File: src/rtl/pol_glb_rd_arb_if.sv
// Bundle of the core-side request/response channels and the GLB read channels
// shared by the pooling cores and the read arbiter.
interface pol_glb_rd_arb_if #(
  parameter int POOL_CORE  = 6,
  parameter int IDX_WIDTH  = 10,
  parameter int DATA_WIDTH = 512
);
  // Handshake rule for every channel: a transfer happens in a cycle where valid
  // and ready are both high; a valid that is raised stays up with stable payload
  // until it is accepted, and ready may depend combinationally on valid.
  logic [POOL_CORE-1:0]           req_vld;
  logic [IDX_WIDTH*POOL_CORE-1:0] req_addr;
  logic [POOL_CORE-1:0]           req_rdy;
  logic                           glb_addr_vld;
  logic [IDX_WIDTH-1:0]           glb_addr;
  logic                           glb_addr_rdy;
  logic [DATA_WIDTH-1:0]          glb_dat;
  logic                           glb_dat_vld;
  logic                           glb_dat_rdy;
  logic [DATA_WIDTH-1:0]          rsp_dat;
  logic [POOL_CORE-1:0]           rsp_vld;
  logic [POOL_CORE-1:0]           rsp_rdy;

  modport slave (
    input  req_vld, req_addr, glb_addr_rdy, glb_dat, glb_dat_vld, rsp_rdy,
    output req_rdy, glb_addr_vld, glb_addr, glb_dat_rdy, rsp_dat, rsp_vld
  );

  modport master (
    output req_vld, req_addr, glb_addr_rdy, glb_dat, glb_dat_vld, rsp_rdy,
    input  req_rdy, glb_addr_vld, glb_addr, glb_dat_rdy, rsp_dat, rsp_vld
  );
endinterface

File: src/rtl/pol_glb_rd_arb.sv
// Round-robin arbiter sharing one GLB read port among POOL_CORE pooling cores, with an
// in-order tag FIFO routing read data back. Optional stall counter: POL_RD_ARB_PERF_EN.
module pol_glb_rd_arb #(
  parameter int POOL_CORE  = 6,
  parameter int IDX_WIDTH  = 10,
  parameter int DATA_WIDTH = 512,
  parameter int MAX_OUTSTD = 4
) (
  input  logic clk,
  input  logic rst,
  input  logic clr,
  pol_glb_rd_arb_if.slave bus,
  output logic busy,
  output logic err
`ifdef POL_RD_ARB_PERF_EN
  ,
  output logic [31:0] perf_stall_cnt
`endif
);

  localparam int PW = (POOL_CORE > 1) ? $clog2(POOL_CORE) : 1;
  localparam int AW = (MAX_OUTSTD > 1) ? $clog2(MAX_OUTSTD) : 1;
  localparam int CW = AW + 1;

  logic [PW-1:0] rr_ptr;
  logic [PW-1:0] tag_mem [MAX_OUTSTD];
  logic [AW-1:0] wr_ptr;
  logic [AW-1:0] rd_ptr;
  logic [CW-1:0] cnt;

  logic [PW-1:0] gnt;
  logic [PW-1:0] head;
  logic          any_req;
  logic          full;
  logic          empty;
  logic          push;
  logic          pop;
  logic          found;
  int            idx;

  assign any_req = |bus.req_vld;
  assign full    = (cnt == CW'(MAX_OUTSTD));
  assign empty   = (cnt == '0);
  assign head    = tag_mem[rd_ptr];

  // Search upward from rr_ptr with wrap; gnt depends only on req_vld and rr_ptr,
  // so a stalled grant stays put while its request is held.
  always_comb begin
    gnt   = '0;
    found = 1'b0;
    idx   = 0;
    for (int k = 0; k < POOL_CORE; k++) begin
      idx = int'(rr_ptr) + k;
      if (idx >= POOL_CORE) idx = idx - POOL_CORE;
      if (!found && bus.req_vld[idx]) begin
        gnt   = idx[PW-1:0];
        found = 1'b1;
      end
    end
  end

  assign bus.glb_addr_vld = any_req & ~full;
  assign bus.glb_addr     = bus.req_addr[int'(gnt)*IDX_WIDTH +: IDX_WIDTH];

  always_comb begin
    bus.req_rdy = '0;
    if (any_req && bus.glb_addr_rdy && !full) bus.req_rdy[gnt] = 1'b1;
  end

  always_comb begin
    bus.rsp_vld = '0;
    if (bus.glb_dat_vld && !empty) bus.rsp_vld[head] = 1'b1;
  end

  assign bus.glb_dat_rdy = ~empty & bus.rsp_rdy[head];
  assign bus.rsp_dat     = bus.glb_dat;

  assign push = bus.glb_addr_vld & bus.glb_addr_rdy;
  assign pop  = bus.glb_dat_vld & bus.glb_dat_rdy;
  assign busy = ~empty | any_req;

  always_ff @(posedge clk) begin
    if (rst || clr) begin
      rr_ptr <= '0;
      wr_ptr <= '0;
      rd_ptr <= '0;
      cnt    <= '0;
      err    <= 1'b0;
      for (int i = 0; i < MAX_OUTSTD; i++) tag_mem[i] <= '0;
    end else begin
      if (push) begin
        tag_mem[wr_ptr] <= gnt;
        wr_ptr          <= wr_ptr + 1'b1;
        rr_ptr          <= (gnt == PW'(POOL_CORE - 1)) ? '0 : gnt + 1'b1;
      end
      if (pop) rd_ptr <= rd_ptr + 1'b1;
      case ({push, pop})
        2'b10:   cnt <= cnt + 1'b1;
        2'b01:   cnt <= cnt - 1'b1;
        default: cnt <= cnt;
      endcase
      // Data with nothing outstanding means the GLB and the tag FIFO disagree.
      if (bus.glb_dat_vld && empty) err <= 1'b1;
    end
  end

`ifdef POL_RD_ARB_PERF_EN
  always_ff @(posedge clk) begin
    if (rst || clr) begin
      perf_stall_cnt <= '0;
    end else if (any_req && !push && (perf_stall_cnt != 32'hFFFF_FFFF)) begin
      perf_stall_cnt <= perf_stall_cnt + 32'd1;
    end
  end
`endif

endmodule

File: src/flat_wrapper.sv
// flat-port wrapper written by rule: the top's interface ports become plain ports
module pol_glb_rd_arb_flat 
#(
  parameter int POOL_CORE  = 6,
  parameter int IDX_WIDTH  = 10,
  parameter int DATA_WIDTH = 512,
  parameter int MAX_OUTSTD = 4
)
  (clk, rst, clr, busy, err, bus_req_vld, bus_req_addr, bus_glb_addr_rdy, bus_glb_dat, bus_glb_dat_vld, bus_rsp_rdy, bus_req_rdy, bus_glb_addr_vld, bus_glb_addr, bus_glb_dat_rdy, bus_rsp_dat, bus_rsp_vld);
  pol_glb_rd_arb_if #(.POOL_CORE(POOL_CORE), .IDX_WIDTH(IDX_WIDTH), .DATA_WIDTH(DATA_WIDTH)) bus_i ();
  input  logic clk;
  input  logic rst;
  input  logic clr;
  output logic busy;
  output logic err;
  input wire logic [$bits(bus_i.req_vld)-1:0] bus_req_vld;
  input wire logic [$bits(bus_i.req_addr)-1:0] bus_req_addr;
  input wire logic [$bits(bus_i.glb_addr_rdy)-1:0] bus_glb_addr_rdy;
  input wire logic [$bits(bus_i.glb_dat)-1:0] bus_glb_dat;
  input wire logic [$bits(bus_i.glb_dat_vld)-1:0] bus_glb_dat_vld;
  input wire logic [$bits(bus_i.rsp_rdy)-1:0] bus_rsp_rdy;
  output wire logic [$bits(bus_i.req_rdy)-1:0] bus_req_rdy;
  output wire logic [$bits(bus_i.glb_addr_vld)-1:0] bus_glb_addr_vld;
  output wire logic [$bits(bus_i.glb_addr)-1:0] bus_glb_addr;
  output wire logic [$bits(bus_i.glb_dat_rdy)-1:0] bus_glb_dat_rdy;
  output wire logic [$bits(bus_i.rsp_dat)-1:0] bus_rsp_dat;
  output wire logic [$bits(bus_i.rsp_vld)-1:0] bus_rsp_vld;
  assign bus_i.req_vld = bus_req_vld;
  assign bus_i.req_addr = bus_req_addr;
  assign bus_i.glb_addr_rdy = bus_glb_addr_rdy;
  assign bus_i.glb_dat = bus_glb_dat;
  assign bus_i.glb_dat_vld = bus_glb_dat_vld;
  assign bus_i.rsp_rdy = bus_rsp_rdy;
  assign bus_req_rdy = bus_i.req_rdy;
  assign bus_glb_addr_vld = bus_i.glb_addr_vld;
  assign bus_glb_addr = bus_i.glb_addr;
  assign bus_glb_dat_rdy = bus_i.glb_dat_rdy;
  assign bus_rsp_dat = bus_i.rsp_dat;
  assign bus_rsp_vld = bus_i.rsp_vld;
  pol_glb_rd_arb #(.POOL_CORE(POOL_CORE), .IDX_WIDTH(IDX_WIDTH), .DATA_WIDTH(DATA_WIDTH), .MAX_OUTSTD(MAX_OUTSTD)) u_core (.clk(clk), .rst(rst), .clr(clr), .bus(bus_i), .busy(busy), .err(err));
endmodule
File: config.mk
export PLATFORM = sky130hd
export DESIGN_NAME = pol_glb_rd_arb_flat
export DESIGN_NICKNAME = d
export VERILOG_FILES = /design/src/rtl/pol_glb_rd_arb_if.sv /design/src/rtl/pol_glb_rd_arb.sv /design/src/flat_wrapper.sv
export SDC_FILE = /design/constraint.sdc
export NUM_CORES = 1
export LEC_CHECK = 0
export BUFFER_PORTS_ARGS = -buffer_cell sky130_fd_sc_hd__buf_2
export CAP_MARGIN = 0
export CORE_AREA = 5 5 434 436
export CTS_CLUSTER_SIZE = 25
export DETAILED_ROUTE_END_ITERATION = 6
export DIE_AREA = 0 0 439 441
export GPL_ROUTABILITY_DRIVEN = 0
export GPL_TIMING_DRIVEN = 1
export SLEW_MARGIN = 20
export SYNTH_ARGS = -nofsm -noshare
export SYNTH_HDL_FRONTEND = slang
export SYNTH_SLANG_ARGS = --single-unit
File: constraint.sdc
create_clock -name clk -period 4 [get_ports clk]
set_input_delay 0.8 -clock clk [delete_from_list [all_inputs] [get_ports clk]]
set_output_delay 0.8 -clock clk [all_outputs]
set_load 0.05 [all_outputs]
==> impl_metrics.prom, run 1 <==
# TYPE chip_impl_metric gauge
chip_impl_metric{name="synth_enable_flop_cells",unit=""} 12
chip_impl_metric{name="worst_hold_path.num_cells",unit=""} 2
chip_impl_metric{name="portBuffers",unit=""} 102
chip_impl_metric{name="tritoncts_num_sinks",unit=""} 25
chip_impl_info{name="critical_path.most_common_cell",value="sky130_fd_sc_hd__ha_4"} 1
chip_impl_info{name="mostFrequentLayoutCells",value="sky130_fd_sc_hd__buf_2, sky130_fd_sc_hd__buf_4, sky130_fd_sc_hd__nor2_1, sky130_fd_sc_hd__nand2_1, sky130_fd_sc_hd__a211o_1"} 1
chip_impl_metric{name="ys.warnings.count",unit=""} 0
chip_impl_metric{name="syn-instance-count",unit=""} 844
chip_impl_metric{name="dpl.hpwl",unit="mm"} 101
chip_impl_metric{name="initialDrtViolationCount",unit=""} 456
chip_impl_metric{name="crit_path_max_fanout",unit=""} 10
chip_impl_info{name="crit_family",value="compound AO/OA/AOI/OAI gates"} 1
chip_impl_metric{name="finalSetupViolations",unit=""} 16
chip_impl_info{name="rr_endpoint",value="u_core.cnt[2]$_SDFFE_PP0P_"} 1
chip_impl_metric{name="h-tree-depth",unit=""} 1
chip_impl_metric{name="post_cts_clock_slew_at_the_launch_and_capture_registers_of_the_worst_setup_and_hold_paths",unit="ns"} 0.08
chip_impl_metric{name="design.die.area",unit="µm²"} 194000
chip_impl_metric{name="power.static_leakage",unit="µW"} 0.00216
chip_impl_metric{name="final_critical_path_setup_slack",unit="ns"} -0.328
chip_impl_info{name="timing_worst_setup_path_type",value="flip-flop to primary output"} 1
chip_impl_metric{name="nets",unit=""} 1116
chip_impl_metric{name="synth_nets",unit=""} 1447
chip_impl_metric{name="post_synth_num_cell_types",unit=""} 76
chip_impl_info{name="end_kind",value="primary output"} 1
chip_impl_metric{name="critical_path_depth",unit=""} 15
chip_impl_metric{name="ir_worst_vdd",unit="µV"} 202
chip_impl_metric{name="timing.final.hold_violations",unit=""} 0
chip_impl_metric{name="final_layout_size_suffix_gt1_share",unit="%"} 57.8
chip_impl_metric{name="grt_overflow_total",unit=""} 0
chip_impl_info{name="clock_tree.root_cell",value="sky130_fd_sc_hd__clkbuf_16"} 1
chip_impl_metric{name="post-place-ws",unit="ns"} -0.357
chip_impl_metric{name="mappedNetlistArea",unit="µm²"} 6750
chip_impl_metric{name="finalSetupTns",unit="ns"} -4.41
chip_impl_info{name="tritoncts",value="done"} 1
chip_impl_info{name="path_cells",value="inv_4 > ha_4 > inv_1 > ha_4 > nand3_1 > o32a_1 > a31o_4 > a2111oi_2 > buf_4 > nor3_2 > buf_6 > a21boi_1 > a211o_1 > o211a_2 > buf_12"} 1
chip_impl_metric{name="i_o_pins",unit=""} 1127
chip_impl_metric{name="drv_cap",unit=""} 0
chip_impl_metric{name="maximum_number_of_pins_on_one_net_before_global_route_repair",unit=""} 17
chip_impl_metric{name="initial_antenna_violation_count",unit=""} 18
chip_impl_metric{name="synthesis.area_per_instance",unit="µm²"} 8.00
chip_impl_metric{name="initial_util",unit="%"} 3.66
chip_impl_metric{name="worst_path_buffer_plus_inverter_count",unit=""} 5
chip_impl_metric{name="maxClockFrequency",unit="MHz"} 231
chip_impl_metric{name="critPathArrivalTime",unit="ns"} 3.53
chip_impl_metric{name="die-width",unit="µm"} 439
chip_impl_metric{name="final_period_minus_worst_setup_slack",unit="ns"} 4.33
chip_impl_metric{name="synth.yosys.seq_area_share",unit="%"} 9.19
chip_impl_metric{name="layout.filler_cells",unit=""} 21944
chip_impl_metric{name="placed_cells_incl_taps",unit=""} 2968
chip_impl_info{name="status",value="finished with violations"} 1
chip_impl_metric{name="grt_first_pass_wirelength",unit="mm"} 115
chip_impl_info{name="unrepaired_setup_endpoints_after_global_routing",value="true"} 1
chip_impl_metric{name="route.detailed.drc",unit=""} 0
chip_impl_info{name="worst_hold_path_type",value="flip-flop to flip-flop"} 1
chip_impl_metric{name="dr_total_vias",unit=""} 4789
chip_impl_info{name="failed_checks",value="setup timing"} 1
chip_impl_metric{name="finalWirelength",unit="mm"} 107
chip_impl_metric{name="regToRegSetupSlack",unit="ns"} 0.54
chip_impl_metric{name="cellPowerDensity",unit="nW/µm²"} 303
chip_impl_metric{name="fin_worst_skew",unit="ns"} 0.00582
chip_impl_metric{name="core.rowCount",unit=""} 158
chip_impl_metric{name="die_y",unit="µm"} 441
chip_impl_info{name="whs_endpoint",value="u_core.cnt[2]$_SDFFE_PP0P_"} 1
chip_impl_metric{name="period_share",unit="%"} 108
chip_impl_metric{name="detail_route.first_pass.iterations",unit=""} 4
chip_impl_metric{name="total_grt_usage",unit="%"} 10.3
chip_impl_metric{name="synth.ff_latch_count",unit=""} 25
chip_impl_metric{name="final_antenna_net_count",unit=""} 0
chip_impl_metric{name="cts_buffers",unit=""} 3
chip_impl_metric{name="critical_path_required",unit="ns"} 3.20
chip_impl_metric{name="asyncSetResetFlopFracSynth",unit="%"} 0
chip_impl_metric{name="routedWlPerCell",unit="µm"} 35.7
chip_impl_metric{name="drv_slew",unit=""} 0
chip_impl_metric{name="routed_via_density",unit=""} 1.60
chip_impl_info{name="worstSetupStartpointType",value="flip-flop"} 1
chip_impl_metric{name="slew_at_the_pin_closest_to_its_max_slew_limit",unit="ns"} 0.946
chip_impl_metric{name="layoutNonFillerInstCount",unit=""} 2994
chip_impl_metric{name="core-area",unit="µm²"} 184000
chip_impl_info{name="hold_path.startpoint",value="u_core.cnt[2]$_SDFFE_PP0P_"} 1
chip_impl_metric{name="worst_slew_margin_rel",unit="%"} 36.5
chip_impl_info{name="final_common_cell",value="sky130_fd_sc_hd__buf_2"} 1
chip_impl_info{name="ys.flop_type",value="sky130_fd_sc_hd__dfxtp_1"} 1
chip_impl_metric{name="critPathMaxStageDelay",unit="ns"} 0.41
chip_impl_metric{name="vias_in_the_first_global_route",unit=""} 4432
chip_impl_metric{name="areaGrowthSynthToFinish",unit="%"} 18.4
chip_impl_metric{name="ctsLongestPathBuffers",unit=""} 2
chip_impl_metric{name="reg2reg_depth",unit=""} 12
chip_impl_info{name="worst_path_max_delay_cell",value="sky130_fd_sc_hd__dfxtp_4"} 1
chip_impl_metric{name="hold-worst-slack",unit="ns"} 0.516
chip_impl_metric{name="worstSkewPairLatency",unit="ns"} 0.27
[cell type report]
type / count / area, µm² / area share (%)
Antenna cell: 2 / 5.00 / 0.0626
Sequential cell: 25 / 629 / 7.87
Clock buffer: 3 / 75.1 / 0.939
Inverter: 10 / 42.5 / 0.532
Clock inverter: 1 / 8.76 / 0.110
Tap cell: 2480 / 3100 / 38.8
Timing Repair Buffer: 192 / 1540 / 19.3
Multi-Input combinational cell: 281 / 2590 / 32.4
[worst max path at each step]
stage | from | end | slack [ns]
after floorplan | u_core.rr_ptr[0]$_SDFFE_PP0P_ | bus_req_rdy[1] | -0.06
after global placement | bus_req_vld[0] | bus_glb_addr[6] | -0.30
after detailed placement | bus_req_vld[0] | bus_glb_addr[5] | -0.36
after CTS | u_core.rr_ptr[0]$_SDFFE_PP0P_ | bus_glb_addr[7] | -0.27
after global routing | u_core.rr_ptr[0]$_SDFFE_PP0P_ | bus_glb_addr[5] | -0.41
final | u_core.rr_ptr[0]$_SDFFE_PP0P_ | bus_glb_addr[5] | -0.33
[flip-flops by register name, indices dropped and copies added, names as in the netlist, named ones only]
signal / cells
u_core.wr_ptr: 2
u_core.rd_ptr: 2
u_core.cnt: 3
u_core.rr_ptr: 3
u_core.err: 1
u_core.tag_mem: 12
[tightest hold or removal path, stage by stage (launching register included)]
cell and delay (ns):
sky130_fd_sc_hd__dfxtp_1 0.34, sky130_fd_sc_hd__o21ai_0 0.08, sky130_fd_sc_hd__a21oi_1 0.06
[report_power, final]
group	switching, µW	internal (µW)	total, µW
sequential	10.9	281	292
combinational	1010	866	1880
clock	112	139	251
total	1140	1290	2420
[synthesized netlist by cell type (4+ instances only)]
cell type,count,area share [%]
sky130_fd_sc_hd__o211a_1,11,1.6
sky130_fd_sc_hd__a211o_1,20,2.6
sky130_fd_sc_hd__or3_1,4,0.37
sky130_fd_sc_hd__nor3_1,8,0.59
sky130_fd_sc_hd__ha_1,13,2.4
sky130_fd_sc_hd__o21ai_0,7,0.52
sky130_fd_sc_hd__nand2_1,25,1.4
sky130_fd_sc_hd__xor2_1,5,0.65
sky130_fd_sc_hd__nor2_1,41,2.3
sky130_fd_sc_hd__xnor2_1,4,0.52
sky130_fd_sc_hd__a21oi_1,12,0.89
sky130_fd_sc_hd__mux4_2,4,1.3
sky130_fd_sc_hd__buf_4,515,57
sky130_fd_sc_hd__mux2i_1,10,1.5
sky130_fd_sc_hd__nand3_1,5,0.37
sky130_fd_sc_hd__mux2_2,13,2.2
sky130_fd_sc_hd__buf_2,8,0.59
sky130_fd_sc_hd__nor3b_1,12,1.3
sky130_fd_sc_hd__edfxtp_1,12,5.3
sky130_fd_sc_hd__dfxtp_1,13,3.9
sky130_fd_sc_hd__and2_1,4,0.37
sky130_fd_sc_hd__a21boi_0,11,1.2
sky130_fd_sc_hd__inv_1,10,0.56
sky130_fd_sc_hd__nand2b_1,6,0.56
[metrics by stage]
step | instance area (µm²) | power, µW | util [%]
detailed placement | 7210 | 1720 | 3.91
CTS | 7830 | 2320 | 4.25
global route | 7990 | 2500 | 4.34
global placement | 7210 | 1700 | 3.91
floorplan | 6840 | 2540 | -
finish | 7990 | 2420 | 4.34
[kinds of logic (layout without fill, tap and decap cells)]
group | Yosys count | after routing | share of synthesized area, %
AO/OA/AOI/OAI | 99 | 99 | 12.2
adder cells (fa/ha/maj) | 14 | 14 | 2.71
buffers and inverters | 539 | 206 | 59.1
multiplexers | 29 | 29 | 5.38
AND/OR/NAND/NOR | 127 | 128 | 9.82
XOR/XNOR | 11 | 11 | 1.65
flip-flops | 25 | 25 | 9.19
other | 0 | 2 | 0
[metal layers]
metal / vias up / global-route usage (%) / part of all wire (%)
met5: - / 0.655 / 0.21
met4: 16 / 4.53 / 5.6
met3: 176 / 19.8 / 40
met2: 949 / 14.6 / 41
met1: 2029 / 4.15 / 14
li1: 1619 / - / -
[timing repair]
item	4_1_cts	5_1_grt
gates cloned	3	0
pin swaps	8	11
gates resized for setup	87	25
hold endpoints to repair	0	0
buffers inserted	16	3
hold buffers	0	0
endpoints found under the setup margin	16	16
Power figures use the tool's default switching activity.
==> run 2: changes to the inputs <==
--- a/config.mk
+++ b/config.mk
@@ -5,12 +5,13 @@
 export SDC_FILE = /design/constraint.sdc
 export NUM_CORES = 1
 export LEC_CHECK = 0
+export ABC_AREA = 1
 export BUFFER_PORTS_ARGS = -buffer_cell sky130_fd_sc_hd__buf_2
 export CAP_MARGIN = 0
-export CORE_AREA = 5 5 434 436
+export CORE_AREA = 5 5 433 435
 export CTS_CLUSTER_SIZE = 25
 export DETAILED_ROUTE_END_ITERATION = 6
-export DIE_AREA = 0 0 439 441
+export DIE_AREA = 0 0 438 440
 export GPL_ROUTABILITY_DRIVEN = 0
 export GPL_TIMING_DRIVEN = 1
 export SLEW_MARGIN = 20
==> impl_metrics.prom, run 2 <==
# TYPE chip_impl_metric gauge
chip_impl_metric{name="synth.yosys.seq_area_share",unit="%"} 9.23
chip_impl_metric{name="mappedNetlistArea",unit="µm²"} 6720
chip_impl_info{name="max_flop_register",value="u_core.tag_mem"} 1
chip_impl_metric{name="routedWlPerCell",unit="µm"} 41.2
chip_impl_info{name="worst_hold_path_type",value="flip-flop to flip-flop"} 1
chip_impl_metric{name="cts_buffers",unit=""} 3
chip_impl_metric{name="ctsLongestPathBuffers",unit=""} 2
chip_impl_info{name="synth.cells.most_frequent",value="sky130_fd_sc_hd__buf_4, sky130_fd_sc_hd__nand2_1, sky130_fd_sc_hd__nand3_1, sky130_fd_sc_hd__inv_1, sky130_fd_sc_hd__nor2_1"} 1
chip_impl_metric{name="post_synth_num_cell_types",unit=""} 39
chip_impl_metric{name="antenna-diode-count",unit=""} 0
chip_impl_metric{name="vias_in_the_first_global_route",unit=""} 4723
chip_impl_metric{name="critPathArrivalTime",unit="ns"} 3.16
chip_impl_metric{name="post-place-ws",unit="ns"} -0.0370
chip_impl_metric{name="synth.ff_latch_count",unit=""} 25
chip_impl_metric{name="cellPowerDensity",unit="nW/µm²"} 1460
chip_impl_metric{name="initial_util",unit="%"} 3.68
chip_impl_info{name="reg_top3",value="u_core.tag_mem: 12 flops, u_core.cnt: 3 flops, u_core.rr_ptr: 3 flops"} 1
chip_impl_metric{name="maxClockFrequency",unit="MHz"} 253
chip_impl_metric{name="crit_path_max_fanout",unit=""} 8
chip_impl_metric{name="post_cts_clock_slew_at_the_launch_and_capture_registers_of_the_worst_setup_and_hold_paths",unit="ns"} 0.06
chip_impl_info{name="tritoncts",value="done"} 1
chip_impl_metric{name="synth_nets",unit=""} 1614
chip_impl_info{name="ys.flop_type",value="sky130_fd_sc_hd__dfxtp_1"} 1
chip_impl_metric{name="syn-instance-count",unit=""} 1011
chip_impl_metric{name="initial_antenna_violation_count",unit=""} 12
chip_impl_metric{name="dr_total_vias",unit=""} 5150
chip_impl_metric{name="ys.warnings.count",unit=""} 0
chip_impl_metric{name="die-width",unit="µm"} 438
chip_impl_metric{name="reg2reg_depth",unit=""} 17
chip_impl_info{name="setup.worst_path.end",value="bus_req_rdy[3]"} 1
chip_impl_metric{name="critical_path_required",unit="ns"} 3.20
chip_impl_metric{name="final_critical_path_setup_slack",unit="ns"} 0.0434
chip_impl_metric{name="detail_route.first_pass.iterations",unit=""} 4
chip_impl_metric{name="h-tree-depth",unit=""} 1
chip_impl_metric{name="route.detailed.drc",unit=""} 0
chip_impl_info{name="status",value="finished, final reports clean"} 1
chip_impl_info{name="yosysMostFrequentCell",value="sky130_fd_sc_hd__buf_4"} 1
chip_impl_metric{name="finalSetupTns",unit="ns"} 0
chip_impl_metric{name="tritoncts_num_sinks",unit=""} 25
chip_impl_info{name="end_kind",value="primary output"} 1
chip_impl_metric{name="maximum_number_of_pins_on_one_net_before_global_route_repair",unit=""} 17
chip_impl_metric{name="grt_first_pass_wirelength",unit="mm"} 135
chip_impl_metric{name="nets",unit=""} 1271
chip_impl_metric{name="total_grt_usage",unit="%"} 12.3
chip_impl_metric{name="asyncSetResetFlopFracSynth",unit="%"} 0
chip_impl_info{name="rr_endpoint",value="u_core.cnt[2]$_SDFFE_PP0P_"} 1
chip_impl_info{name="clock_tree.root_cell",value="sky130_fd_sc_hd__clkbuf_16"} 1
chip_impl_info{name="unrepaired_setup_endpoints_after_global_routing",value="true"} 1
chip_impl_metric{name="slew_at_the_pin_closest_to_its_max_slew_limit",unit="ns"} 0.615
chip_impl_info{name="worst_path_max_delay_cell",value="sky130_fd_sc_hd__dfxtp_4"} 1
chip_impl_info{name="mostFrequentLayoutCells",value="sky130_fd_sc_hd__nand2_1, sky130_fd_sc_hd__buf_2, sky130_fd_sc_hd__buf_4, sky130_fd_sc_hd__nand3_1, sky130_fd_sc_hd__inv_1"} 1
chip_impl_metric{name="final_layout_size_suffix_gt1_share",unit="%"} 46.6
chip_impl_metric{name="portBuffers",unit=""} 102
chip_impl_metric{name="ir_worst_vdd",unit="µV"} 1000
chip_impl_metric{name="worst_slew_margin_rel",unit="%"} 58.9
chip_impl_info{name="critical_path.most_common_cell",value="sky130_fd_sc_hd__nand2_2"} 1
chip_impl_metric{name="final_period_minus_worst_setup_slack",unit="ns"} 3.96
chip_impl_metric{name="finalWirelength",unit="mm"} 126
chip_impl_metric{name="fin_worst_skew",unit="ns"} 0.00264
chip_impl_metric{name="hold_buffers",unit=""} 0
chip_impl_metric{name="drv_slew",unit=""} 0
chip_impl_info{name="path_cells",value="inv_4 > ha_4 > buf_4 > buf_4 > nand2_4 > nand3_4 > nand2_2 > nand2_2 > nand2_4 > nand2_2 > nand3_2 > nand2_2 > nor2_4 > buf_6 > nand3_4 > buf_12 > nand2_8 > buf_6 > nand2_1 > nor3_2 > buf_12"} 1
chip_impl_info{name="final_common_cell",value="sky130_fd_sc_hd__nand2_1"} 1
chip_impl_info{name="setup.worst_path.start",value="u_core.rr_ptr[1]$_SDFFE_PP0P_"} 1
chip_impl_metric{name="design.die.area",unit="µm²"} 193000
chip_impl_info{name="synth_top_area_cell",value="sky130_fd_sc_hd__buf_4"} 1
chip_impl_metric{name="flip_flop_count_of_the_largest_register_after_layout",unit=""} 12
chip_impl_metric{name="i_o_pins",unit=""} 1127
chip_impl_info{name="worstSetupStartpointType",value="flip-flop"} 1
chip_impl_metric{name="power.static_leakage",unit="µW"} 0.00256
chip_impl_metric{name="finalSetupViolations",unit=""} 0
chip_impl_metric{name="final_antenna_net_count",unit=""} 0
chip_impl_info{name="synthTopCellsByArea",value="sky130_fd_sc_hd__buf_4, sky130_fd_sc_hd__nand2_1, sky130_fd_sc_hd__nand3_1"} 1
chip_impl_info{name="timing_worst_setup_path_type",value="flip-flop to primary output"} 1
chip_impl_metric{name="grt_overflow_total",unit=""} 0
chip_impl_metric{name="period_share",unit="%"} 98.9
chip_impl_metric{name="synth_enable_flop_cells",unit=""} 12
chip_impl_metric{name="core.rowCount",unit=""} 157
chip_impl_metric{name="routed_via_density",unit=""} 1.69
chip_impl_metric{name="regToRegSetupSlack",unit="ns"} 0.93
chip_impl_metric{name="timing.final.hold_violations",unit=""} 0
chip_impl_metric{name="die_y",unit="µm"} 440
chip_impl_metric{name="core-area",unit="µm²"} 183000
chip_impl_metric{name="critPathMaxStageDelay",unit="ns"} 0.39
chip_impl_metric{name="areaGrowthSynthToFinish",unit="%"} 17.4
chip_impl_metric{name="synth_top_cell_area_share",unit="%"} 57.6
chip_impl_metric{name="initialDrtViolationCount",unit=""} 301
chip_impl_metric{name="drv_cap",unit=""} 0
chip_impl_metric{name="synthesis.area_per_instance",unit="µm²"} 6.65
chip_impl_metric{name="dpl.hpwl",unit="mm"} 121
chip_impl_metric{name="worstSkewPairLatency",unit="ns"} 0.26
==> run 2: cell types whose count changed after synthesis, sizes merged, moves of 11 or more <==
| cell | before | now |
|---|---|---|
| a21boi | 12 | 0 |
| nand2 | 26 | 193 |
| o211a | 11 | 0 |
| nand3 | 5 | 88 |
| mux2 | 15 | 0 |
| inv | 10 | 62 |
| nor3b | 13 | 0 |
| a211o | 20 | 0 |
==> run 2: metal layers <==
| metal | up-vias | GRT usage (%) | part of all wire (%) |
|---|---|---|---|
| li1 | 1927 | - | - |
| met1 | 1964 | 3.88 | 11 |
| met2 | 1139 | 21.8 | 50 |
| met3 | 108 | 21.7 | 37 |
| met4 | 12 | 1.86 | 1.9 |
| met5 | - | 2.60 | 0.53 |
==> run 2: how the worst min path moves through the flow <==
stage / from / endpoint / slack (ns) / depth (start not counted)
2_1_floorplan: u_core.rd_ptr[1]$_SDFFE_PP0P_ / flip-flop / 0.43 / 2
3_3_place_gp: u_core.err$_SDFFE_PP0P_ / u_core.err$_SDFFE_PP0P_ / 0.44 / 1
3_5_place_dp: u_core.err$_SDFFE_PP0P_ / u_core.err$_SDFFE_PP0P_ / 0.45 / 1
4_1_cts: u_core.err$_SDFFE_PP0P_ / u_core.err$_SDFFE_PP0P_ / 0.47 / 1
5_1_grt: u_core.err$_SDFFE_PP0P_ / u_core.err$_SDFFE_PP0P_ / 0.48 / 1
6_report: u_core.err$_SDFFE_PP0P_ / u_core.err$_SDFFE_PP0P_ / 0.46 / 1
==> run 2: what timing repair did <==
action | 4_1_cts | 5_1_grt
endpoints found under the setup margin | 15 | 16
buffers inserted | 1 | 14
gates resized for setup | 45 | 113
pin swaps | 7 | 50
cloned | 0 | 3
==> run 2: logic make-up after synthesis <==
family	Yosys count	share of synthesized area (%)
buf+inv	589	62.2
simple gates	346	22.6
compound gates	37	3.26
flops	25	9.23
fa+ha+maj	14	2.72
==> run 2: worst max-delay path: cells and delay by family (launching register included) <==
kind                       cells  cell delay, ns
adders and majority gates      1            0.25
buffers and inverters          7            0.93
and+or+nand+nor               13            1.29
DFF                            1            0.39
==> run 2: layout make-up <==
class                   instances  area, µm²
clock buffers                   3       75.1
clock inverters                 1       5.00
flip-flops and latches         25        629
fillers                     21755     175000
inverters                      62        248
multi-input cells             397       2390
well taps                    2385       2980
repair buffers                179       1570
==> run 2: metrics by stage <==
| step | area, µm² | utilization (%) | power (µW) | cells | hold slack, ns |
|---|---|---|---|---|---|
| 2_1_floorplan | 6730 | - | 5840 | 1011 | 0.433 |
| 3_3_place_gp | 7040 | 3.85 | 9540 | 3030 | 0.445 |
| 3_5_place_dp | 7040 | 3.85 | 9500 | 3030 | 0.453 |
| 4_1_cts | 7290 | 3.99 | 10200 | 3035 | 0.468 |
| 5_1_grt | 7900 | 4.32 | 12300 | 3052 | 0.482 |
| 6_report | 7900 | 4.32 | 11500 | 3052 | 0.461 |
==> run 2: power breakdown <==
group          internal [µW]  switching (µW)
registers                310            33.7
logic                   4570            6380
clock network            135            84.9
total                   5020            6500
==> run 3: changes to the inputs <==
--- a/config.mk
+++ b/config.mk
@@ -8,13 +8,17 @@
 export ABC_AREA = 1
 export BUFFER_PORTS_ARGS = -buffer_cell sky130_fd_sc_hd__buf_2
 export CAP_MARGIN = 0
-export CORE_AREA = 5 5 433 435
+export CELL_PAD_IN_SITES_DETAIL_PLACEMENT = 0
+export CELL_PAD_IN_SITES_GLOBAL_PLACEMENT = 1
+export CORE_AREA = 5 5 439 441
 export CTS_CLUSTER_SIZE = 25
 export DETAILED_ROUTE_END_ITERATION = 6
-export DIE_AREA = 0 0 438 440
+export DIE_AREA = 0 0 444 446
 export GPL_ROUTABILITY_DRIVEN = 0
 export GPL_TIMING_DRIVEN = 1
-export SLEW_MARGIN = 20
+export MAX_ROUTING_LAYER = met4
+export PLACE_DENSITY_LB_ADDON = 0.1
+export SLEW_MARGIN = 30
 export SYNTH_ARGS = -nofsm -noshare
 export SYNTH_HDL_FRONTEND = slang
 export SYNTH_SLANG_ARGS = --single-unit
==> impl_metrics.prom, run 3 (synthesis results as in run 2) <==
# TYPE chip_impl_metric gauge
chip_impl_metric{name="final_core_utilization",unit="%"} 4.44
chip_impl_metric{name="post_cts_clock_slew_at_the_launch_and_capture_registers_of_the_worst_setup_and_hold_paths",unit="ns"} 0.07
chip_impl_metric{name="worst_hold_path.num_cells",unit=""} 2
chip_impl_metric{name="maximum_number_of_pins_on_one_net_before_global_route_repair",unit=""} 22
chip_impl_info{name="unrepaired_setup_endpoints_after_global_routing",value="true"} 1
chip_impl_metric{name="power_switching_share",unit="%"} 56.6
chip_impl_metric{name="initialDrtViolationCount",unit=""} 182
chip_impl_metric{name="power.static_leakage",unit="µW"} 0.00272
chip_impl_metric{name="cellPowerDensity",unit="nW/µm²"} 1320
chip_impl_metric{name="critical_path_required",unit="ns"} 3.20
chip_impl_metric{name="worstSkewPairLatency",unit="ns"} 0.27
chip_impl_metric{name="layoutNonFillerInstCount",unit=""} 3208
chip_impl_metric{name="die-width",unit="µm"} 444
chip_impl_metric{name="critPathMaxStageDelay",unit="ns"} 0.38
chip_impl_metric{name="power_frac_clock",unit="%"} 2.1
chip_impl_info{name="timing_worst_setup_path_type",value="flip-flop to primary output"} 1
chip_impl_metric{name="tritoncts_num_sinks",unit=""} 25
chip_impl_metric{name="finalWirelength",unit="mm"} 45.5
chip_impl_info{name="path_cells",value="ha_4 > buf_4 > buf_4 > nand2_2 > nand3_2 > nand2_4 > nand2_4 > nand2_4 > nand3_4 > buf_4 > buf_4 > nand4_1 > nand2_1 > nor2_2 > nand3_2 > buf_12 > buf_4 > nor3_4 > buf_6"} 1
chip_impl_metric{name="final_layout_size_suffix_gt1_share",unit="%"} 52.9
chip_impl_metric{name="regToRegSetupSlack",unit="ns"} 0.83
chip_impl_metric{name="placed_cells_incl_taps",unit=""} 3176
chip_impl_metric{name="detail_route.first_pass.iterations",unit=""} 4
chip_impl_metric{name="layout.filler_cells",unit=""} 22428
chip_impl_info{name="status",value="finished, final reports clean"} 1
chip_impl_metric{name="drv_slew",unit=""} 0
chip_impl_metric{name="initial_util",unit="%"} 3.56
chip_impl_metric{name="die_y",unit="µm"} 446
chip_impl_info{name="final_common_cell",value="sky130_fd_sc_hd__nand2_1"} 1
chip_impl_metric{name="crit_path_max_fanout",unit=""} 11
chip_impl_metric{name="critPathArrivalTime",unit="ns"} 3.08
chip_impl_info{name="setup.worst_path.end",value="bus_req_rdy[0]"} 1
chip_impl_metric{name="flip_flop_count_of_the_largest_register_after_layout",unit=""} 12
chip_impl_metric{name="cts_buffers",unit=""} 3
chip_impl_metric{name="final_antenna_net_count",unit=""} 0
chip_impl_metric{name="grt_overflow_total",unit=""} 0
chip_impl_metric{name="seqPwrFrac",unit="%"} 3.1
chip_impl_metric{name="fin_worst_skew",unit="ns"} 0.00708
chip_impl_info{name="worst_path_max_delay_cell",value="sky130_fd_sc_hd__dfxtp_4"} 1
chip_impl_metric{name="routedWlPerCell",unit="µm"} 14.2
chip_impl_metric{name="core.rowCount",unit=""} 160
chip_impl_info{name="reg_top3",value="u_core.tag_mem: 12 flops, u_core.cnt: 3 flops, u_core.rr_ptr: 3 flops"} 1
chip_impl_metric{name="routed_via_density",unit=""} 1.50
chip_impl_metric{name="i_o_pins",unit=""} 1127
chip_impl_info{name="mostFrequentLayoutCells",value="sky130_fd_sc_hd__nand2_1, sky130_fd_sc_hd__buf_2, sky130_fd_sc_hd__buf_4, sky130_fd_sc_hd__inv_1, sky130_fd_sc_hd__nand2_2"} 1
chip_impl_metric{name="ctsLongestPathBuffers",unit=""} 2
chip_impl_metric{name="reg2reg_depth",unit=""} 23
chip_impl_info{name="end_kind",value="primary output"} 1
chip_impl_metric{name="finalSetupViolations",unit=""} 0
chip_impl_metric{name="period_share",unit="%"} 97.0
chip_impl_metric{name="initial_antenna_violation_count",unit=""} 5
chip_impl_metric{name="grt_first_pass_wirelength",unit="mm"} 56.3
chip_impl_info{name="clock_tree.root_cell",value="sky130_fd_sc_hd__clkbuf_16"} 1
chip_impl_metric{name="core-area",unit="µm²"} 189000
chip_impl_metric{name="final_period_minus_worst_setup_slack",unit="ns"} 3.88
chip_impl_info{name="critical_path.most_common_cell",value="sky130_fd_sc_hd__buf_4"} 1
chip_impl_info{name="tritoncts",value="done"} 1
chip_impl_metric{name="part_of_the_total_power_dissipated_in_combinational_logic",unit="%"} 94.7
chip_impl_info{name="timing.rr.start",value="u_core.rr_ptr[0]$_SDFFE_PP0P_"} 1
chip_impl_metric{name="areaGrowthSynthToFinish",unit="%"} 24.5
chip_impl_metric{name="dr_total_vias",unit=""} 4824
chip_impl_metric{name="portBuffers",unit=""} 102
chip_impl_metric{name="design.die.area",unit="µm²"} 198000
chip_impl_info{name="max_flop_register",value="u_core.tag_mem"} 1
chip_impl_info{name="rr_endpoint",value="u_core.rr_ptr[1]$_SDFFE_PP0P_"} 1
chip_impl_metric{name="ir_worst_vdd",unit="µV"} 621
chip_impl_metric{name="drv_cap",unit=""} 0
chip_impl_metric{name="internal_power",unit="µW"} 4790
chip_impl_metric{name="nets",unit=""} 1300
chip_impl_info{name="worstSetupStartpointType",value="flip-flop"} 1
chip_impl_metric{name="vias_in_the_first_global_route",unit=""} 5183
chip_impl_metric{name="dpl.hpwl",unit="mm"} 39.2
chip_impl_metric{name="timing.final.hold_violations",unit=""} 0
chip_impl_info{name="setup.worst_path.start",value="u_core.rr_ptr[0]$_SDFFE_PP0P_"} 1
chip_impl_metric{name="h-tree-depth",unit=""} 1
chip_impl_metric{name="route.detailed.drc",unit=""} 0
chip_impl_metric{name="net-switching-power",unit="µW"} 6240
chip_impl_metric{name="slew_at_the_pin_closest_to_its_max_slew_limit",unit="ns"} 0.426
chip_impl_metric{name="maxClockFrequency",unit="MHz"} 258
chip_impl_metric{name="total_grt_usage",unit="%"} 4.35
chip_impl_metric{name="hold-worst-slack",unit="ns"} 0.478
chip_impl_metric{name="worst_slew_margin_rel",unit="%"} 71.6
chip_impl_info{name="worst_hold_path_type",value="flip-flop to flip-flop"} 1
chip_impl_metric{name="p_total",unit="µW"} 11000
[run 3: changes by cell type in the layout (fill, tap and decap cells not counted), sizes merged]
cell | before | now
buf | 176 | 207
nand2 | 193 | 194
diode | 0 | 1
clkbuf | 6 | 3
[run 3: area by class of cell]
type | instances | area [µm²] | share of cell area [%]
Clock buffer | 3 | 75.1 | 0.896
Inverter | 62 | 270 | 3.23
Multi-Input combinational cell | 398 | 2590 | 30.9
Tap cell | 2511 | 3140 | 37.5
Sequential cell | 25 | 629 | 7.52
Clock inverter | 1 | 5.00 | 0.0598
Antenna cell | 1 | 2.50 | 0.0299
Timing Repair Buffer | 207 | 1660 | 19.8
[run 3: critical path, delay by kind of cell, from the launching register on]
| kind | cells | cell delay [ns] |
|---|---|---|
| fa+ha+maj | 1 | 0.18 |
| buf+inv | 7 | 1.05 |
| flops | 1 | 0.38 |
| simple gates | 11 | 1.20 |
[run 3: layer usage]
metal  part of all wire [%]  global-route usage (%)  wire (µm)
met2                     47                    6.75      21200
met1                     29                    3.64      13100
met4                    5.3                    2.03       2420
met3                     19                    3.82       8800
met5                      0                       -          0
[run 3: worst min path at each step]
stage / start / endpoint
after global routing: u_core.rd_ptr[1]$_SDFFE_PP0P_ / u_core.rd_ptr[1]$_SDFFE_PP0P_
after floorplan: u_core.rd_ptr[1]$_SDFFE_PP0P_ / flip-flop
final: u_core.rd_ptr[1]$_SDFFE_PP0P_ / u_core.rd_ptr[1]$_SDFFE_PP0P_
after detailed placement: u_core.rd_ptr[1]$_SDFFE_PP0P_ / u_core.rd_ptr[1]$_SDFFE_PP0P_
after CTS: u_core.rd_ptr[1]$_SDFFE_PP0P_ / flip-flop
after global placement: u_core.rd_ptr[1]$_SDFFE_PP0P_ / u_core.rd_ptr[1]$_SDFFE_PP0P_
[run 3: power by group through the flow]
stage	logic, µW	clock network, µW	registers [µW]
2_1_floorplan	5500	0	339
3_3_place_gp	7710	0	337
3_5_place_dp	7560	0	337
4_1_cts	9590	258	341
5_1_grt	11300	262	351
6_report	10500	236	344
[run 3: repair_timing]
item                       4_1_cts  5_1_grt
gates cloned                     2        0
setup endpoints to repair       16       16
gates resized for setup        127      117
setup buffers                   15       13
hold buffers                     0        0
pin swaps                       29       52
[run 3: per-stage QoR]
step | cell area [µm²] | worst slack [ns] | TNS, ns
floorplan | 6730 | 0.0267 | 0
global placement | 7160 | -0.348 | -3.14
detailed placement | 7160 | -0.315 | -2.50
CTS | 7850 | -0.0906 | -0.881
global route | 8370 | -0.0829 | -0.747
finish | 8370 | 0.120 | 0
